`config.mk`:
```
export PLATFORM = sky130hd
export DESIGN_NAME = pipe_stall_ctrl_flat
export DESIGN_NICKNAME = d
export VERILOG_FILES = /design/src/rtl/pipe_ctrl_pkg.sv /design/src/rtl/pipe_stall_ctrl_if.sv /design/src/rtl/pipe_stall_ctrl_mdu_timer.sv /design/src/rtl/pipe_stall_ctrl.sv /design/src/flat_wrapper.sv
export SDC_FILE = /design/constraint.sdc
export NUM_CORES = 1
export LEC_CHECK = 0
export ABC_AREA = 0
export CAP_MARGIN = 40
export CORE_AREA = 2 2 62 87
export CTS_BUF_LIST = sky130_fd_sc_hd__clkbuf_2
export CTS_CLUSTER_DIAMETER = 200
export DETAILED_ROUTE_END_ITERATION = 16
export DIE_AREA = 0 0 64 89
export GPL_TIMING_DRIVEN = 1
export PLACE_DENSITY_LB_ADDON = 0.05
export SLEW_MARGIN = 20
export SYNTH_ARGS = -nofsm -noshare
export SYNTH_HDL_FRONTEND = slang
export SYNTH_SLANG_ARGS = --single-unit
```
`constraint.sdc`:
```
create_clock -name clk -period 1.6 [get_ports clk]
set_input_delay 0.24 -clock clk [delete_from_list [all_inputs] [get_ports clk]]
set_output_delay 0.24 -clock clk [all_outputs]
set_load 0.1 [all_outputs]
```
`src/rtl/pipe_ctrl_pkg.sv`:
```
// Shared encodings for the pipeline stall/flush sequencer: FSM states,
// MDU latency defaults and the per-cycle output priority table.
package pipe_ctrl_pkg;
  typedef enum logic [1:0] {RUN = 2'd0, MEMW = 2'd1, MDUW = 2'd2} state_t;

  localparam int MUL_LAT_DEF = 4;
  localparam int DIV_LAT_DEF = 32;

  typedef enum logic [2:0] {
    PRI_FREEZE = 3'd0,
    PRI_REDIR  = 3'd1,
    PRI_FSTALL = 3'd2,
    PRI_JUMP   = 3'd3,
    PRI_NONE   = 3'd4
  } pri_t;

  typedef struct packed {
    logic pc_we;
    logic ifid_we;
    logic ifid_flush;
    logic idex_flush;
    logic idex_we;
    logic exmem_we;
  } ctl_t;

  function automatic ctl_t ctl_for(pri_t p);
    ctl_t c;
    c = '{pc_we: 1'b1, ifid_we: 1'b1, ifid_flush: 1'b0,
          idex_flush: 1'b0, idex_we: 1'b1, exmem_we: 1'b1};
    case (p)
      PRI_FREEZE: c = '0;
      PRI_REDIR: begin
        c.ifid_flush = 1'b1;
        c.idex_flush = 1'b1;
      end
      PRI_FSTALL: begin
        c.pc_we      = 1'b0;
        c.ifid_we    = 1'b0;
        c.idex_flush = 1'b1;
      end
      PRI_JUMP: c.ifid_flush = 1'b1;
      default: ;
    endcase
    return c;
  endfunction
endpackage

```
`src/rtl/pipe_stall_ctrl_if.sv`:
```
// Hazard inputs from the pipeline and stage controls back to it.
interface pipe_stall_ctrl_if #(parameter int PERF_W = 16);
  logic              ld_use_hazard, branch_taken_ex, jump_id;
  logic              mdu_start_ex, mdu_is_div_ex, hilo_use_id;
  logic              dmem_req_mem, dmem_ready;
  logic              pc_we, ifid_we, ifid_flush, idex_flush, idex_we, exmem_we;
  logic              mdu_busy, mdu_done;
  logic [1:0]        state_o;
  logic [PERF_W-1:0] stall_cycles;

  modport master (
    output ld_use_hazard, branch_taken_ex, jump_id, mdu_start_ex, mdu_is_div_ex,
           hilo_use_id, dmem_req_mem, dmem_ready,
    input  pc_we, ifid_we, ifid_flush, idex_flush, idex_we, exmem_we,
           mdu_busy, mdu_done, state_o, stall_cycles
  );
  modport slave (
    input  ld_use_hazard, branch_taken_ex, jump_id, mdu_start_ex, mdu_is_div_ex,
           hilo_use_id, dmem_req_mem, dmem_ready,
    output pc_we, ifid_we, ifid_flush, idex_flush, idex_we, exmem_we,
           mdu_busy, mdu_done, state_o, stall_cycles
  );
endinterface

```
`src/rtl/pipe_stall_ctrl_mdu_timer.sv`:
```
// Multiply/divide latency countdown; done marks the final busy cycle
// (or the issue cycle itself for a single-cycle latency).
module mdu_timer #(
  parameter int MUL_LAT = 4,
  parameter int DIV_LAT = 32,
  parameter int CNT_W   = 6
) (
  input  logic clk,
  input  logic rst_n,
  input  logic start,
  input  logic is_div,
  output logic busy,
  output logic done
);
  logic [CNT_W-1:0] cnt, ld_val;
  logic             one_cyc;

  assign one_cyc = is_div ? (DIV_LAT == 1) : (MUL_LAT == 1);
  assign ld_val  = is_div ? CNT_W'(DIV_LAT - 1) : CNT_W'(MUL_LAT - 1);
  assign done    = busy ? (cnt == '0) : (start && one_cyc);

  // a start while busy is simply not looked at
  always_ff @(posedge clk or negedge rst_n) begin
    if (!rst_n) begin
      cnt  <= '0;
      busy <= 1'b0;
    end else if (busy) begin
      if (cnt == '0) busy <= 1'b0;
      else           cnt  <= cnt - 1'b1;
    end else if (start && !one_cyc) begin
      cnt  <= ld_val;
      busy <= 1'b1;
    end
  end
endmodule

```
`src/rtl/pipe_stall_ctrl.sv`:
```
// Central stall/flush sequencer: memory freeze, redirect, front stall and
// jump flush, plus the MDU timer and a saturating stall counter.
module pipe_stall_ctrl
  import pipe_ctrl_pkg::*;
#(
  parameter int MUL_LAT = MUL_LAT_DEF,
  parameter int DIV_LAT = DIV_LAT_DEF,
  parameter int CNT_W   = 6,
  parameter int PERF_W  = 16
) (
  input  logic        clk,
  input  logic        rst_n,
  pipe_stall_ctrl_if.slave bus
);
  state_t            st, st_nx;
  pri_t              pri;
  ctl_t              ctl;
  logic              busy, done, start, freeze, fstall;
  logic [PERF_W-1:0] perf;

  assign freeze = (st == RUN  && bus.dmem_req_mem && !bus.dmem_ready) ||
                  (st == MEMW && !bus.dmem_ready);
  assign fstall = bus.ld_use_hazard || (busy && bus.hilo_use_id);

  always_comb begin
    pri = PRI_NONE;
    if      (freeze)              pri = PRI_FREEZE;
    else if (bus.branch_taken_ex) pri = PRI_REDIR;
    else if (fstall)              pri = PRI_FSTALL;
    else if (bus.jump_id)         pri = PRI_JUMP;
  end

  assign ctl   = ctl_for(pri);
  assign start = bus.mdu_start_ex && !busy && ctl.exmem_we;

  mdu_timer #(.MUL_LAT(MUL_LAT), .DIV_LAT(DIV_LAT), .CNT_W(CNT_W)) u_mdu (
    .clk(clk), .rst_n(rst_n), .start(start), .is_div(bus.mdu_is_div_ex),
    .busy(busy), .done(done)
  );

  always_ff @(posedge clk or negedge rst_n) begin
    if (!rst_n) st <= RUN;
    else        st <= st_nx;
  end

  always_comb begin
    st_nx = st;
    case (st)
      RUN: begin
        if (bus.dmem_req_mem && !bus.dmem_ready) st_nx = MEMW;
        else if (busy && bus.hilo_use_id)        st_nx = MDUW;
      end
      MEMW: if (bus.dmem_ready) st_nx = (busy && bus.hilo_use_id) ? MDUW : RUN;
      MDUW: if (done) st_nx = RUN;
      default: st_nx = RUN;
    endcase
  end

  always_ff @(posedge clk or negedge rst_n) begin
    if (!rst_n)                       perf <= '0;
    else if (!ctl.pc_we && perf != '1) perf <= perf + 1'b1;
  end

  assign bus.pc_we        = ctl.pc_we;
  assign bus.ifid_we      = ctl.ifid_we;
  assign bus.ifid_flush   = ctl.ifid_flush;
  assign bus.idex_flush   = ctl.idex_flush;
  assign bus.idex_we      = ctl.idex_we;
  assign bus.exmem_we     = ctl.exmem_we;
  assign bus.mdu_busy     = busy;
  assign bus.mdu_done     = done;
  assign bus.state_o      = st;
  assign bus.stall_cycles = perf;
endmodule

```
`src/flat_wrapper.sv`:
```
// flat-port wrapper written by rule: the top's interface ports become plain ports
module pipe_stall_ctrl_flat import pipe_ctrl_pkg::*;
#(
  parameter int MUL_LAT = MUL_LAT_DEF,
  parameter int DIV_LAT = DIV_LAT_DEF,
  parameter int CNT_W   = 6,
  parameter int PERF_W  = 16
)
  (clk, rst_n, bus_ld_use_hazard, bus_branch_taken_ex, bus_jump_id, bus_mdu_start_ex, bus_mdu_is_div_ex, bus_hilo_use_id, bus_dmem_req_mem, bus_dmem_ready, bus_pc_we, bus_ifid_we, bus_ifid_flush, bus_idex_flush, bus_idex_we, bus_exmem_we, bus_mdu_busy, bus_mdu_done, bus_state_o, bus_stall_cycles);
  pipe_stall_ctrl_if #(.PERF_W(PERF_W)) bus_i ();
  input  logic clk;
  input  logic rst_n;
  input wire logic [$bits(bus_i.ld_use_hazard)-1:0] bus_ld_use_hazard;
  input wire logic [$bits(bus_i.branch_taken_ex)-1:0] bus_branch_taken_ex;
  input wire logic [$bits(bus_i.jump_id)-1:0] bus_jump_id;
  input wire logic [$bits(bus_i.mdu_start_ex)-1:0] bus_mdu_start_ex;
  input wire logic [$bits(bus_i.mdu_is_div_ex)-1:0] bus_mdu_is_div_ex;
  input wire logic [$bits(bus_i.hilo_use_id)-1:0] bus_hilo_use_id;
  input wire logic [$bits(bus_i.dmem_req_mem)-1:0] bus_dmem_req_mem;
  input wire logic [$bits(bus_i.dmem_ready)-1:0] bus_dmem_ready;
  output wire logic [$bits(bus_i.pc_we)-1:0] bus_pc_we;
  output wire logic [$bits(bus_i.ifid_we)-1:0] bus_ifid_we;
  output wire logic [$bits(bus_i.ifid_flush)-1:0] bus_ifid_flush;
  output wire logic [$bits(bus_i.idex_flush)-1:0] bus_idex_flush;
  output wire logic [$bits(bus_i.idex_we)-1:0] bus_idex_we;
  output wire logic [$bits(bus_i.exmem_we)-1:0] bus_exmem_we;
  output wire logic [$bits(bus_i.mdu_busy)-1:0] bus_mdu_busy;
  output wire logic [$bits(bus_i.mdu_done)-1:0] bus_mdu_done;
  output wire logic [$bits(bus_i.state_o)-1:0] bus_state_o;
  output wire logic [$bits(bus_i.stall_cycles)-1:0] bus_stall_cycles;
  assign bus_i.ld_use_hazard = bus_ld_use_hazard;
  assign bus_i.branch_taken_ex = bus_branch_taken_ex;
  assign bus_i.jump_id = bus_jump_id;
  assign bus_i.mdu_start_ex = bus_mdu_start_ex;
  assign bus_i.mdu_is_div_ex = bus_mdu_is_div_ex;
  assign bus_i.hilo_use_id = bus_hilo_use_id;
  assign bus_i.dmem_req_mem = bus_dmem_req_mem;
  assign bus_i.dmem_ready = bus_dmem_ready;
  assign bus_pc_we = bus_i.pc_we;
  assign bus_ifid_we = bus_i.ifid_we;
  assign bus_ifid_flush = bus_i.ifid_flush;
  assign bus_idex_flush = bus_i.idex_flush;
  assign bus_idex_we = bus_i.idex_we;
  assign bus_exmem_we = bus_i.exmem_we;
  assign bus_mdu_busy = bus_i.mdu_busy;
  assign bus_mdu_done = bus_i.mdu_done;
  assign bus_state_o = bus_i.state_o;
  assign bus_stall_cycles = bus_i.stall_cycles;
  pipe_stall_ctrl #(.MUL_LAT(MUL_LAT), .DIV_LAT(DIV_LAT), .CNT_W(CNT_W), .PERF_W(PERF_W)) u_core (.clk(clk), .rst_n(rst_n), .bus(bus_i));
endmodule
```
Word level (Yosys, flattened, before mapping) --
Index checks and enable logic that the tools add are counted.
Operators by class: $add $sub $neg 2, equal/unequal tests 10, muxes and demuxes 22, reduce and logical (&&, ||, !) cells 22
Operators with widths (number):
- $mux 6 | 3
- $add 16x1->16 const B | 1
- $ne 16x16->1 const B | 1
- $mux 2 | 7
- $mux 3 | 4
- $logic_and 1x1->1 | 8
- $eq 3x2->1 const B | 2
- $logic_not 6->1 | 1
- $mux 1 | 6
- $ne 2x2->1 const B | 3
- $pmux 2 s3 | 1
- $reduce_or 2->1 | 3
- $sub 6x1->6 const B | 1
- $mux 5 | 1
- $eq 3x1->1 const B | 1
- $logic_not 1->1 | 3
- $logic_not 3->1 | 1
- $ne 3x3->1 const B | 1
- $reduce_and 3->1 | 1
- $eq 2x1->1 const B | 1
- $eq 2x2->1 const B | 1
- $logic_not 2->1 | 1
- $logic_or 1x1->1 | 2
- $reduce_and 2->1 | 1
- $reduce_bool 2->1 | 1
Word-level totals: bits in registers 25, bits of input ports 10, output and inout port bits 26, logic and storage cells 60

Longest topological paths before layout --
Gate-level depths: netlist of the first run.
depth after elaboration 10, gate-level depth with buffers 6, mapped depth without buffers 6

Hierarchy --
Synthesis of the first run repeated with hierarchy kept, for this count alone.
Unflattened totals: cell total of the unflattened synthesis 142, area, all modules 1466.4 sq um
Modules (own cells, without submodules):
- pipe_stall_ctrl | times used 1, cells each 93, area an instance 1002.2 sq um, sequential area each 450.4 sq um
- mdu_timer | times used 1, cells each 49, area an instance 464.2 sq um, sequential area each 175.2 sq um

Worst setup path after synthesis of the first run --
Ideal clock, no wire load.
path kind reg-to-output, start point reg u_core.u_mdu.busy, end point out bus_idex_flush, arrival 2.718 ns, setup slack -1.358 ns, cell stages (with the launch flop) 3, buffers on the path 0, cell sequence dfrtp_1 > a21oi_1 > a21oi_1
On the way: cells in the longest elaborated chain, start to end 8
RTL lines:
- start: declaration | RTL line pipe_stall_ctrl_mdu_timer.sv:12 | output logic busy,
- start signal: assignment | RTL line pipe_stall_ctrl_mdu_timer.sv:26 | busy <= 1'b0;
- start signal: assignment | RTL line pipe_stall_ctrl_mdu_timer.sv:28 | if (cnt == '0) busy <= 1'b0;
- start signal: assignment | RTL line pipe_stall_ctrl_mdu_timer.sv:32 | busy <= 1'b1;
- $logic_and 1x1->1 (*) | RTL line pipe_stall_ctrl.sv:23 | assign fstall = bus.ld_use_hazard || (busy && bus.hilo_use_id);
- $logic_or 1x1->1 (*) | RTL line pipe_stall_ctrl.sv:23
- $mux 3 (*) | RTL line pipe_stall_ctrl.sv:29 | else if (fstall) pri = PRI_FSTALL;
- $mux 3 (*) | RTL line pipe_stall_ctrl.sv:28 | else if (bus.branch_taken_ex) pri = PRI_REDIR;
- $mux 3 (*) | RTL line pipe_stall_ctrl.sv:27 | if (freeze) pri = PRI_FREEZE;
- $eq 3x2->1 or $eq 3x1->1 (tied branches) | RTL line pipe_ctrl_pkg.sv:30 | case (p)
- $reduce_or 2->1 (no source line) (*)
- $mux 1 (*) | RTL line pipe_ctrl_pkg.sv:30
- end: declaration | RTL line flat_wrapper.sv:24 | output wire logic [$bits(bus_i.idex_flush)-1:0] bus_idex_flush;
Every way passes the cells marked *; elsewhere a longest branch is shown, timed or not.

Final worst setup path of the first run --
start point reg u_core.u_mdu.cnt[3], end point out bus_mdu_done
On the way: cells in the longest elaborated chain, start to end 2
RTL lines:
- start: declaration | RTL line pipe_stall_ctrl_mdu_timer.sv:15 | logic [CNT_W-1:0] cnt, ld_val;
- start signal: assignment | RTL line pipe_stall_ctrl_mdu_timer.sv:29 | else cnt <= cnt - 1'b1;
- start signal: assignment | RTL line pipe_stall_ctrl_mdu_timer.sv:31 | cnt <= ld_val;
- $logic_not 6->1 | RTL line pipe_stall_ctrl_mdu_timer.sv:20 | assign done = busy ? (cnt == '0) : (start && one_cyc);
- $mux 1 | RTL line pipe_stall_ctrl_mdu_timer.sv:20
- end: declaration | RTL line flat_wrapper.sv:28 | output wire logic [$bits(bus_i.mdu_done)-1:0] bus_mdu_done;
No other way between the ends.

==> flow_metrics.env, run 1 <==
export IMPL_gp_congestion=0.767
export IMPL_die_area_um2=5700
export IMPL_path_class="register to output port"
export IMPL_ys_types=36
export IMPL_clk_latency_ns=0.34
export IMPL_drive_above_1_share=0.624
export IMPL_setup_violations=30
export IMPL_cts_root_buf="clkbuf_2"
export IMPL_swShare=0.497
export IMPL_min_path_type="primary input to async pin"
export IMPL_crit_start="u_core.u_mdu.cnt[3]"
export IMPL_synth_top_cell_area_share=0.456
export IMPL_syn_nets=148
export IMPL_setup_ws_ns=-0.420
export IMPL_worstPathRequired_ns=1.36
export IMPL_overflow=0
export IMPL_crit_fanout=2
export IMPL_drtIter0Drc=10
export IMPL_power_density_nw_per_um2=1800
export IMPL_ys_ff_latch=25
export IMPL_grt_use_total=0.147
export IMPL_synth_warning_count=0
export IMPL_post_route_drc_count=0
export IMPL_final_nets=235
export IMPL_slew_headroom=0.773
export IMPL_seq_area_um2=674
export IMPL_ctsLongestPathBuffers=2
export IMPL_rsz0062_at_grt="true"
export IMPL_outcome="complete, but fails checks"
export IMPL_yosys_area_top_type="dfrtp_1"
export IMPL_fin_crit_ns=2.02
export IMPL_wl_per_cell_um=13.9
export IMPL_antenna_cells=0
export IMPL_internal_power_mw=2.52
export IMPL_antenna_found_initial=0
export IMPL_grt_pass1_wl_mm=6.44
export IMPL_fp_dieH_um=89
export IMPL_crit_path_end_kind="output port"
export IMPL_firstDrtPassIters=3
export IMPL_combPwrFrac=0.716
export IMPL_switchingPower_mw=2.49
export IMPL_fillers=404
export IMPL_dp_hpwl_mm=2.92
export IMPL_multi_input_area_um2=923
export IMPL_grt_pass1_vias=1424
export IMPL_post_synth_cell_area_avg_um2=10.2
export IMPL_synth_edf_count=0
export IMPL_cts_tree="done"
export IMPL_violations="setup timing"
export IMPL_hold_viol=0
export IMPL_crit_path_start_kind="register"
export IMPL_p_seq_frac=0.231
export IMPL_skew_ns=0.00233
export IMPL_via_per_inst=4.62
export IMPL_route_vias_total=1316
export IMPL_fmax_mhz=495
export IMPL_initial_core_util=0.283
export IMPL_pre_cts_slack_ns=-0.392
export IMPL_cts_made_buffers=3
export IMPL_grt_max_degree=26
export IMPL_cts_sinks=25
export IMPL_clk_pin_slew_ns=0.24
export IMPL_period_share=1.26
export IMPL_worstMarginPinSlew_ns=0.341
export IMPL_num_rows=30
export IMPL_r2r_start="u_core.u_mdu.cnt[3]"
export IMPL_syn_inst=135
export IMPL_drt_wl_total_mm=3.95
export IMPL_h_tree_depth=1
export IMPL_cp_arrival_ns=1.78
export IMPL_cap_violations=0
export IMPL_fp_dieW_um=64
export IMPL_synth_area_um2=1370
export IMPL_syn2layout_area_growth_pct=103
export IMPL_ioPinCount=36
export IMPL_p_leak_nw=1.20
export IMPL_slew_violations=0
export IMPL_core_area_um2=4840
export IMPL_yosysSeqAreaShare=0.456
export IMPL_io_buffers=35
export IMPL_async_flop_share=1.00
export IMPL_clkPwrFrac=0.052
export IMPL_drtAntennaViolNets=0
export IMPL_ir_worst_vdd_v=0.000996
export IMPL_finalPower_mw=5.01
export IMPL_utilization=0.575
export IMPL_yosys_top_cells_area="dfrtp_1, xor2_1, xnor2_1"
export IMPL_synthFlopType="dfrtp_1"
export IMPL_postCtsHoldBufs=0
final timing paths:
check | to | slack (ns) | cells after the start
max | bus_mdu_done | -0.42 | 5
min | u_core.bus.stall_cycles[4] | 0.21 | 2
max reg2reg | u_core.bus.state_o[1] | -0.36 | 10
min reg2reg | u_core.bus.stall_cycles[9] | 0.56 | 1
max in group asynchronous | u_core.bus.state_o[0] | 1.11 | 2
min in group clk | u_core.u_mdu.busy | 0.55 | 3
worst max-delay path: stages (launching register included):
cell and delay [ns]:
dfrtp_1 0.44, or3_4 0.41, nor3b_4 0.21, nand2_2 0.10
clkinvlp_4 0.10, buf_12 0.17
power by group through the flow:
stage	logic (mW)	registers [mW]	clock network, mW
after CTS	3.46	1.15	0.282
after detailed placement	3.30	1.17	0
final	3.59	1.16	0.263
after global routing	3.78	1.19	0.299
after floorplan	0.978	2.18	0
after global placement	3.27	1.16	0
registers in the layout (all words and copies together), names as in the netlist:
name                     flops
u_core.bus.stall_cycles     16
u_core.u_mdu.cnt             6
u_core.u_mdu.busy            1
u_core.bus.state_o           2
timing repair:
item / in CTS / in global routing
setup endpoints to repair: 26 / 29
pin swaps: 19 / 20
setup buffers: 10 / 7
gates resized for setup: 25 / 17
area by class of cell:
cell class | instances | share of cell area
inverters | 7 | 0.0121
well taps | 64 | 0.0288
clock buffers | 4 | 0.00719
repair buffers | 85 | 0.378
multi-input cells | 100 | 0.332
flip-flops and latches | 25 | 0.242
layer usage:
metal	GRT usage	up-vias	wire, µm
li1	-	649	-
met1	0.147	645	1440
met2	0.301	20	2350
met3	0.0264	2	131
met4	0.0474	0	29
met5	0	-	0
cells in the final DEF, fill, tap and decap left out, types with 3 or more instances in the layout:
cell type / netlist / routed
nand2_2: 0 / 3
xnor2_1: 7 / 7
nand4_1: 5 / 5
inv_1: 7 / 5
dfrtp_1: 25 / 6
nor3_4: 0 / 3
dfrtp_2: 0 / 9
nand2_1: 11 / 7
buf_6: 0 / 16
nand3_1: 8 / 8
buf_4: 2 / 33
dfrtp_4: 0 / 10
nor2_1: 12 / 7
clkdlybuf4s50_1: 0 / 9
a21oi_1: 9 / 5
xor2_1: 10 / 10
nor2_4: 0 / 5
buf_12: 0 / 26
nor4_4: 0 / 3
clkbuf_2: 0 / 4
through the flow:
| step | instances | hold WS (ns) | setup TNS, ns | instance area, µm² |
|---|---|---|---|---|
| floorplan | 135 | -0.0556 | -10.54 | 1540 |
| global placement | 267 | 0.523 | -7.86 | 2480 |
| detailed placement | 267 | 0.528 | -8.36 | 2480 |
| CTS | 281 | 0.198 | -4.63 | 2690 |
| global route | 285 | 0.205 | -6.50 | 2790 |
| finish | 285 | 0.210 | -4.29 | 2790 |
synth_stat cells, types with 2 or more instances:
library cell / n
dfrtp_1: 25
nor2_1: 12
nand2_1: 11
xor2_1: 10
a21oi_1: 9
nand3_1: 8
inv_1: 7
xnor2_1: 7
nor3_1: 6
nand4_1: 5
ha_1: 3
a211oi_1: 2
a22oi_1: 2
and4_1: 2
buf_4: 2
nor4_2: 2
o21ai_0: 2
or3_4: 2
kinds of logic (layout without fill, tap and decap cells):
logic type / after synthesis / in the layout / synth area share
adder cells (fa/ha/maj): 3 / 3 / 0.0274
flip-flops: 25 / 25 / 0.456
AND/OR/NAND/NOR: 57 / 57 / 0.242
AO/OA/AOI/OAI: 20 / 20 / 0.102
buffers and inverters: 10 / 96 / 0.0328
XOR/XNOR: 18 / 18 / 0.120
multiplexers: 2 / 2 / 0.0191
(Power assumes the default switching activity.)
==> run 2, diff against run 1 <==
--- a/config.mk
+++ b/config.mk
@@ -8,8 +8,9 @@
 export ABC_AREA = 0
 export CAP_MARGIN = 40
 export CORE_AREA = 2 2 62 87
-export CTS_BUF_LIST = sky130_fd_sc_hd__clkbuf_2
+export CTS_BUF_LIST = sky130_fd_sc_hd__clkbuf_16
 export CTS_CLUSTER_DIAMETER = 200
+export CTS_CLUSTER_SIZE = 16
 export DETAILED_ROUTE_END_ITERATION = 16
 export DIE_AREA = 0 0 64 89
 export GPL_TIMING_DRIVEN = 1
==> run 2 against run 1 <==
Effect of this change:
- the flow still finishes with violations (setup timing)
- combinational power about the same
- utilization rose by 1.0 points
- cell count is 0.70% lower
- non-clock buffer count decreased by 2
- first-iteration DRC count grew 120%
- cell area rose by 1.8%
- critical endpoint unchanged
- largest power group unchanged
- highest routed layer unchanged
==> flow_metrics.env, run 2 (synthesis gave the netlist of run 1 again) <==
export IMPL_die_area_um2=5700
export IMPL_wl_met2_mm=2.40
export IMPL_overflow=0
export IMPL_crit_fanout=2
export IMPL_h_tree_depth=1
export IMPL_grt_pass1_vias=1443
export IMPL_drtAntennaViolNets=0
export IMPL_setup_violations=25
export IMPL_final_common_cell="buf_4"
export IMPL_skew_ns=0.00139
export IMPL_path_class="register to output port"
export IMPL_r2r_cells=7
export IMPL_setup_ws_ns=-0.292
export IMPL_layout_common_cells="buf_4, buf_12, buf_6"
export IMPL_crit_path_start_kind="register"
export IMPL_p_leak_nw=1.23
export IMPL_drtIter0Drc=22
export IMPL_slew_violations=0
export IMPL_final_nets=233
export IMPL_cts_root_buf="clkbuf_16"
export IMPL_switchingPower_mw=2.51
export IMPL_clk_pin_slew_ns=0.06
export IMPL_crit_path_end_kind="output port"
export IMPL_seq_area_um2=674
export IMPL_utilization=0.586
export IMPL_cts_made_buffers=3
export IMPL_ctsLongestPathBuffers=2
export IMPL_gp_congestion=0.767
export IMPL_syn2layout_area_growth_pct=107
export IMPL_r2r_start="u_core.u_mdu.cnt[3]"
export IMPL_dp_hpwl_mm=2.92
export IMPL_fp_dieH_um=89
export IMPL_grt_use_total=0.149
export IMPL_ir_worst_vdd_v=0.00101
export IMPL_slew_headroom=0.773
export IMPL_postCtsHoldBufs=0
export IMPL_multi_input_area_um2=926
export IMPL_rrSetupSlack_ns=-0.22
export IMPL_clk_latency_ns=0.26
export IMPL_via_per_inst=4.72
export IMPL_p_seq_frac=0.219
export IMPL_cts_sinks=25
export IMPL_placedCellCount=267
export IMPL_combPwrFrac=0.677
export IMPL_num_rows=30
export IMPL_outcome="complete, but fails checks"
export IMPL_grt_max_degree=26
export IMPL_rsz0062_at_grt="true"
export IMPL_clkPwrFrac=0.105
export IMPL_wl_per_cell_um=14.1
export IMPL_fillers=408
export IMPL_pre_cts_slack_ns=-0.392
export IMPL_cp_arrival_ns=1.65
export IMPL_firstDrtPassIters=4
export IMPL_r2r_end="u_core.u_mdu.cnt[2]"
export IMPL_route_vias_total=1335
export IMPL_io_buffers=35
export IMPL_initial_core_util=0.283
export IMPL_hold_viol=0
export IMPL_worstPathRequired_ns=1.36
export IMPL_core_area_um2=4840
export IMPL_internal_power_mw=2.79
export IMPL_ioPinCount=36
export IMPL_antenna_found_initial=0
export IMPL_violations="setup timing"
export IMPL_fin_crit_ns=1.89
export IMPL_power_density_nw_per_um2=1870
export IMPL_fmax_mhz=529
export IMPL_worstMarginPinSlew_ns=0.341
export IMPL_highest_layer="met4"
export IMPL_drt_wl_total_mm=3.99
export IMPL_post_route_drc_count=0
export IMPL_met1_length_mm=1.41
export IMPL_cts_tree="done"
export IMPL_antenna_cells=0
export IMPL_period_share=1.18
export IMPL_swShare=0.474
export IMPL_cap_violations=0
export IMPL_fp_dieW_um=64
export IMPL_instances_no_fill=283
export IMPL_largest_reg_flops=16
export IMPL_min_path_type="primary input to async pin"
export IMPL_grt_pass1_wl_mm=6.53
export IMPL_drive_above_1_share=0.621
export IMPL_met3_length_um=138
## run 2: repair_timing
action	in CTS	in global routing
resized for setup	27	16
buffers inserted	11	5
pin swaps	25	21
endpoints found under the setup margin	25	31
## run 2: power groups by stage
stage,logic (mW),clock network [mW],registers [mW]
6_report,3.59,0.554,1.16
2_1_floorplan,0.978,0,2.18
3_5_place_dp,3.30,0,1.17
5_1_grt,3.77,0.593,1.20
3_3_place_gp,3.27,0,1.16
4_1_cts,3.48,0.571,1.16
## run 2: metrics by stage
| step | hold slack (ns) | total power, mW | setup TNS, ns | instance area (µm²) |
|---|---|---|---|---|
| CTS | 0.364 | 5.21 | -2.76 | 2750 |
| global placement | 0.523 | 4.42 | -7.86 | 2480 |
| global route | 0.389 | 5.56 | -4.23 | 2840 |
| finish | 0.350 | 5.30 | -2.56 | 2840 |
| detailed placement | 0.528 | 4.47 | -8.36 | 2480 |
| floorplan | -0.0556 | 3.16 | -10.54 | 1540 |
## run 2: worst max-delay path by stage
stage	startpoint	end	slack (ns)	cells after the start
detailed placement	bus_dmem_req_mem	u_core.bus.stall_cycles[9]	-0.39	7
global placement	bus_dmem_req_mem	u_core.bus.stall_cycles[15]	-0.37	7
CTS	u_core.u_mdu.cnt[4]	bus_mdu_done	-0.28	5
floorplan	u_core.bus.state_o[0]	u_core.u_mdu.cnt[2]	-0.56	6
finish	u_core.u_mdu.cnt[3]	bus_mdu_done	-0.29	5
global route	u_core.u_mdu.cnt[3]	bus_mdu_done	-0.36	5
## run 2: layer usage
| metal | GRT usage | vias to the layer above |
|---|---|---|
| met4 | 0.0474 | 0 |
| li1 | - | 648 |
| met5 | 0 | - |
| met2 | 0.302 | 22 |
| met1 | 0.150 | 661 |
| met3 | 0.0302 | 4 |
## run 2: worst max-delay path, cell delays in order (launching register included)
cell	delay [ns]
dfrtp_1	0.38
or3_4	0.41
nor3b_4	0.21
nand2_2	0.11
clkinvlp_4	0.11
buf_12	0.17
## run 2: layout make-up
| type | instances | area share |
|---|---|---|
| clock buffers | 3 | 0.0265 |
| clock inverters | 1 | 0.00132 |
| inverters | 7 | 0.0119 |
| multi-input cells | 100 | 0.327 |
| flip-flops and latches | 25 | 0.238 |
| well taps | 64 | 0.0282 |
| repair buffers | 83 | 0.368 |
==> run 3, diff against run 2 <==
--- a/config.mk
+++ b/config.mk
@@ -15,6 +15,8 @@
 export DIE_AREA = 0 0 64 89
 export GPL_TIMING_DRIVEN = 1
 export PLACE_DENSITY_LB_ADDON = 0.05
+export RECOVER_POWER = 100
+export SETUP_SLACK_MARGIN = 0.05
 export SLEW_MARGIN = 20
 export SYNTH_ARGS = -nofsm -noshare
 export SYNTH_HDL_FRONTEND = slang
==> run 3 against run 2 <==
Effect of this change:
- the run still ends with setup timing left
- non-clock buffer count stayed put
- combinational power fell by 8.1%
- sequential power barely moved
- via count is 0.45% higher
- highest routed layer unchanged
- clock power about the same
- die area unchanged
- setup slack got worse by 0.0057 ns
- worst hold slack better by 0.031 ns
- global-route usage increased by 0.11 points
- count of clock-buffer cells in the layout stayed put
- critical endpoint unchanged
==> flow_metrics.env, run 3 (synthesis gave the netlist of run 1 again) <==
export IMPL_rrSetupSlack_ns=-0.22
export IMPL_outcome="complete, but fails checks"
export IMPL_instances_no_fill=283
export IMPL_wl_per_cell_um=14.1
export IMPL_fillers=428
export IMPL_pre_cts_slack_ns=-0.392
export IMPL_finalPower_mw=4.99
export IMPL_r2r_start="u_core.u_mdu.cnt[3]"
export IMPL_antenna_found_initial=0
export IMPL_clkPwrFrac=0.111
export IMPL_fmax_mhz=527
export IMPL_dp_hpwl_mm=2.92
export IMPL_gp_congestion=0.767
export IMPL_internal_power_mw=2.53
export IMPL_antenna_cells=0
export IMPL_io_buffers=35
export IMPL_overflow=0
export IMPL_slew_violations=0
export IMPL_crit_path_start_kind="register"
export IMPL_finalSetupTns_ns=-2.57
export IMPL_combPwrFrac=0.661
export IMPL_drive_above_1_share=0.598
export IMPL_placedCellCount=267
export IMPL_hp_start="bus_dmem_ready"
export IMPL_route_vias_total=1341
export IMPL_cts_sinks=25
export IMPL_seq_area_um2=667
export IMPL_crit_path_end_kind="output port"
export IMPL_cp_arrival_ns=1.66
export IMPL_crit_start="u_core.u_mdu.cnt[3]"
export IMPL_p_leak_nw=1.20
export IMPL_ctsLongestPathBuffers=2
export IMPL_final_common_cell="buf_4"
export IMPL_path_class="register to output port"
export IMPL_cts_root_buf="clkbuf_16"
export IMPL_period_share=1.19
export IMPL_drtAntennaViolNets=0
export IMPL_cap_violations=0
export IMPL_rsz0062_at_grt="true"
export IMPL_grt_use_total=0.150
export IMPL_syn2layout_area_growth_pct=96.0
export IMPL_multi_input_area_um2=933
export IMPL_ir_worst_vdd_v=0.00100
export IMPL_grt_pass1_wl_mm=6.55
export IMPL_drt_wl_total_mm=3.98
export IMPL_worstHoldEndpoint="u_core.bus.state_o[1]"
export IMPL_num_rows=30
export IMPL_grt_max_degree=26
export IMPL_hold_path_depth=3
export IMPL_cts_made_buffers=3
export IMPL_ioPinCount=36
export IMPL_initial_core_util=0.283
export IMPL_switchingPower_mw=2.46
export IMPL_swShare=0.494
export IMPL_setup_ws_ns=-0.297
export IMPL_setup_violations=25
export IMPL_layout_common_cells="buf_4, buf_12, buf_6, dfrtp_1"
export IMPL_min_path_type="primary input to register"
export IMPL_drtIter0Drc=35
export IMPL_fp_dieW_um=64
export IMPL_clk_latency_ns=0.26
export IMPL_r2r_end="u_core.u_mdu.cnt[2]"
export IMPL_worstPathRequired_ns=1.36
export IMPL_p_seq_frac=0.228
export IMPL_grt_pass1_vias=1438
export IMPL_largest_reg_flops=16
export IMPL_via_per_inst=4.74
export IMPL_fp_dieH_um=89
export IMPL_violations="setup timing"
export IMPL_crit_fanout=2
export IMPL_slew_headroom=0.557
export IMPL_power_density_nw_per_um2=1860
export IMPL_fin_crit_ns=1.90
export IMPL_skew_ns=0.00164
export IMPL_worstMarginPinSlew_ns=0.664
export IMPL_r2r_cells=7
export IMPL_firstDrtPassIters=4
export IMPL_hold_viol=0
export IMPL_die_area_um2=5700
export IMPL_core_area_um2=4840
export IMPL_cts_tree="done"
export IMPL_post_route_drc_count=0
export IMPL_final_nets=233
export IMPL_clk_pin_slew_ns=0.06
export IMPL_h_tree_depth=1
-- run 3: cell types whose count changed in the layout (fill, tap and decap cells not counted), sizes merged --
cell / before / now
dlygate4sd3: 0 / 1
clkdlybuf4s50: 7 / 6
buf: 74 / 64
clkbuf: 3 / 13
-- run 3: worst max path at each step --
stage | endpoint | slack, ns | cells after the start
after global routing | bus_mdu_done | -0.36 | 5
final | bus_mdu_done | -0.30 | 5
after global placement | u_core.bus.stall_cycles[15] | -0.37 | 7
after CTS | bus_mdu_done | -0.28 | 5
after detailed placement | u_core.bus.stall_cycles[9] | -0.39 | 7
after floorplan | u_core.u_mdu.cnt[2] | -0.56 | 6
-- run 3: layout make-up --
class | instances | share of cell area
Multi-Input combinational cell | 100 | 0.347
Timing Repair Buffer | 83 | 0.333
Sequential cell | 25 | 0.248
Tap cell | 64 | 0.0298
Clock buffer | 3 | 0.0279
Inverter | 7 | 0.0126
Clock inverter | 1 | 0.00140
-- run 3: metrics by stage --
step                hold WS (ns)  cell area, µm²   util
floorplan                -0.0556            1540      -
finish                     0.381            2690  0.556
CTS                        0.364            2750  0.568
global placement           0.523            2480  0.513
global route               0.407            2690  0.556
detailed placement         0.528            2480  0.513
-- run 3: power by group through the flow --
stage	Sequential, mW	Clock, mW	Combinational [mW]
after floorplan	2.18	0	0.978
after global routing	1.17	0.593	3.48
final	1.14	0.556	3.30
after global placement	1.16	0	3.27
after detailed placement	1.17	0	3.30
after CTS	1.16	0.571	3.49
-- run 3: timing repair --
| action | in CTS | in global routing |
|---|---|---|
| gates resized for setup | 29 | 15 |
| pin swaps | 26 | 21 |
| endpoints found under the setup margin | 29 | 31 |
| buffers inserted | 11 | 5 |
| hold buffers | 0 | 0 |
| endpoints found under the hold margin | 0 | 0 |
| gates cloned | 0 | 0 |
-- run 3: layer usage --
metal,vias to the layer above,share of wire,track usage
met4,0,0.011,0.0474
met1,666,0.37,0.149
met3,4,0.034,0.0302
met5,-,0,0
met2,22,0.59,0.307
li1,649,-,-
-- run 3: critical path: stages (launching register included) --
cell and delay (ns):
dfrtp_1 0.38, or3_4 0.41, nor3b_4 0.22, nand2_2 0.11, clkinvlp_4 0.11, buf_12 0.17
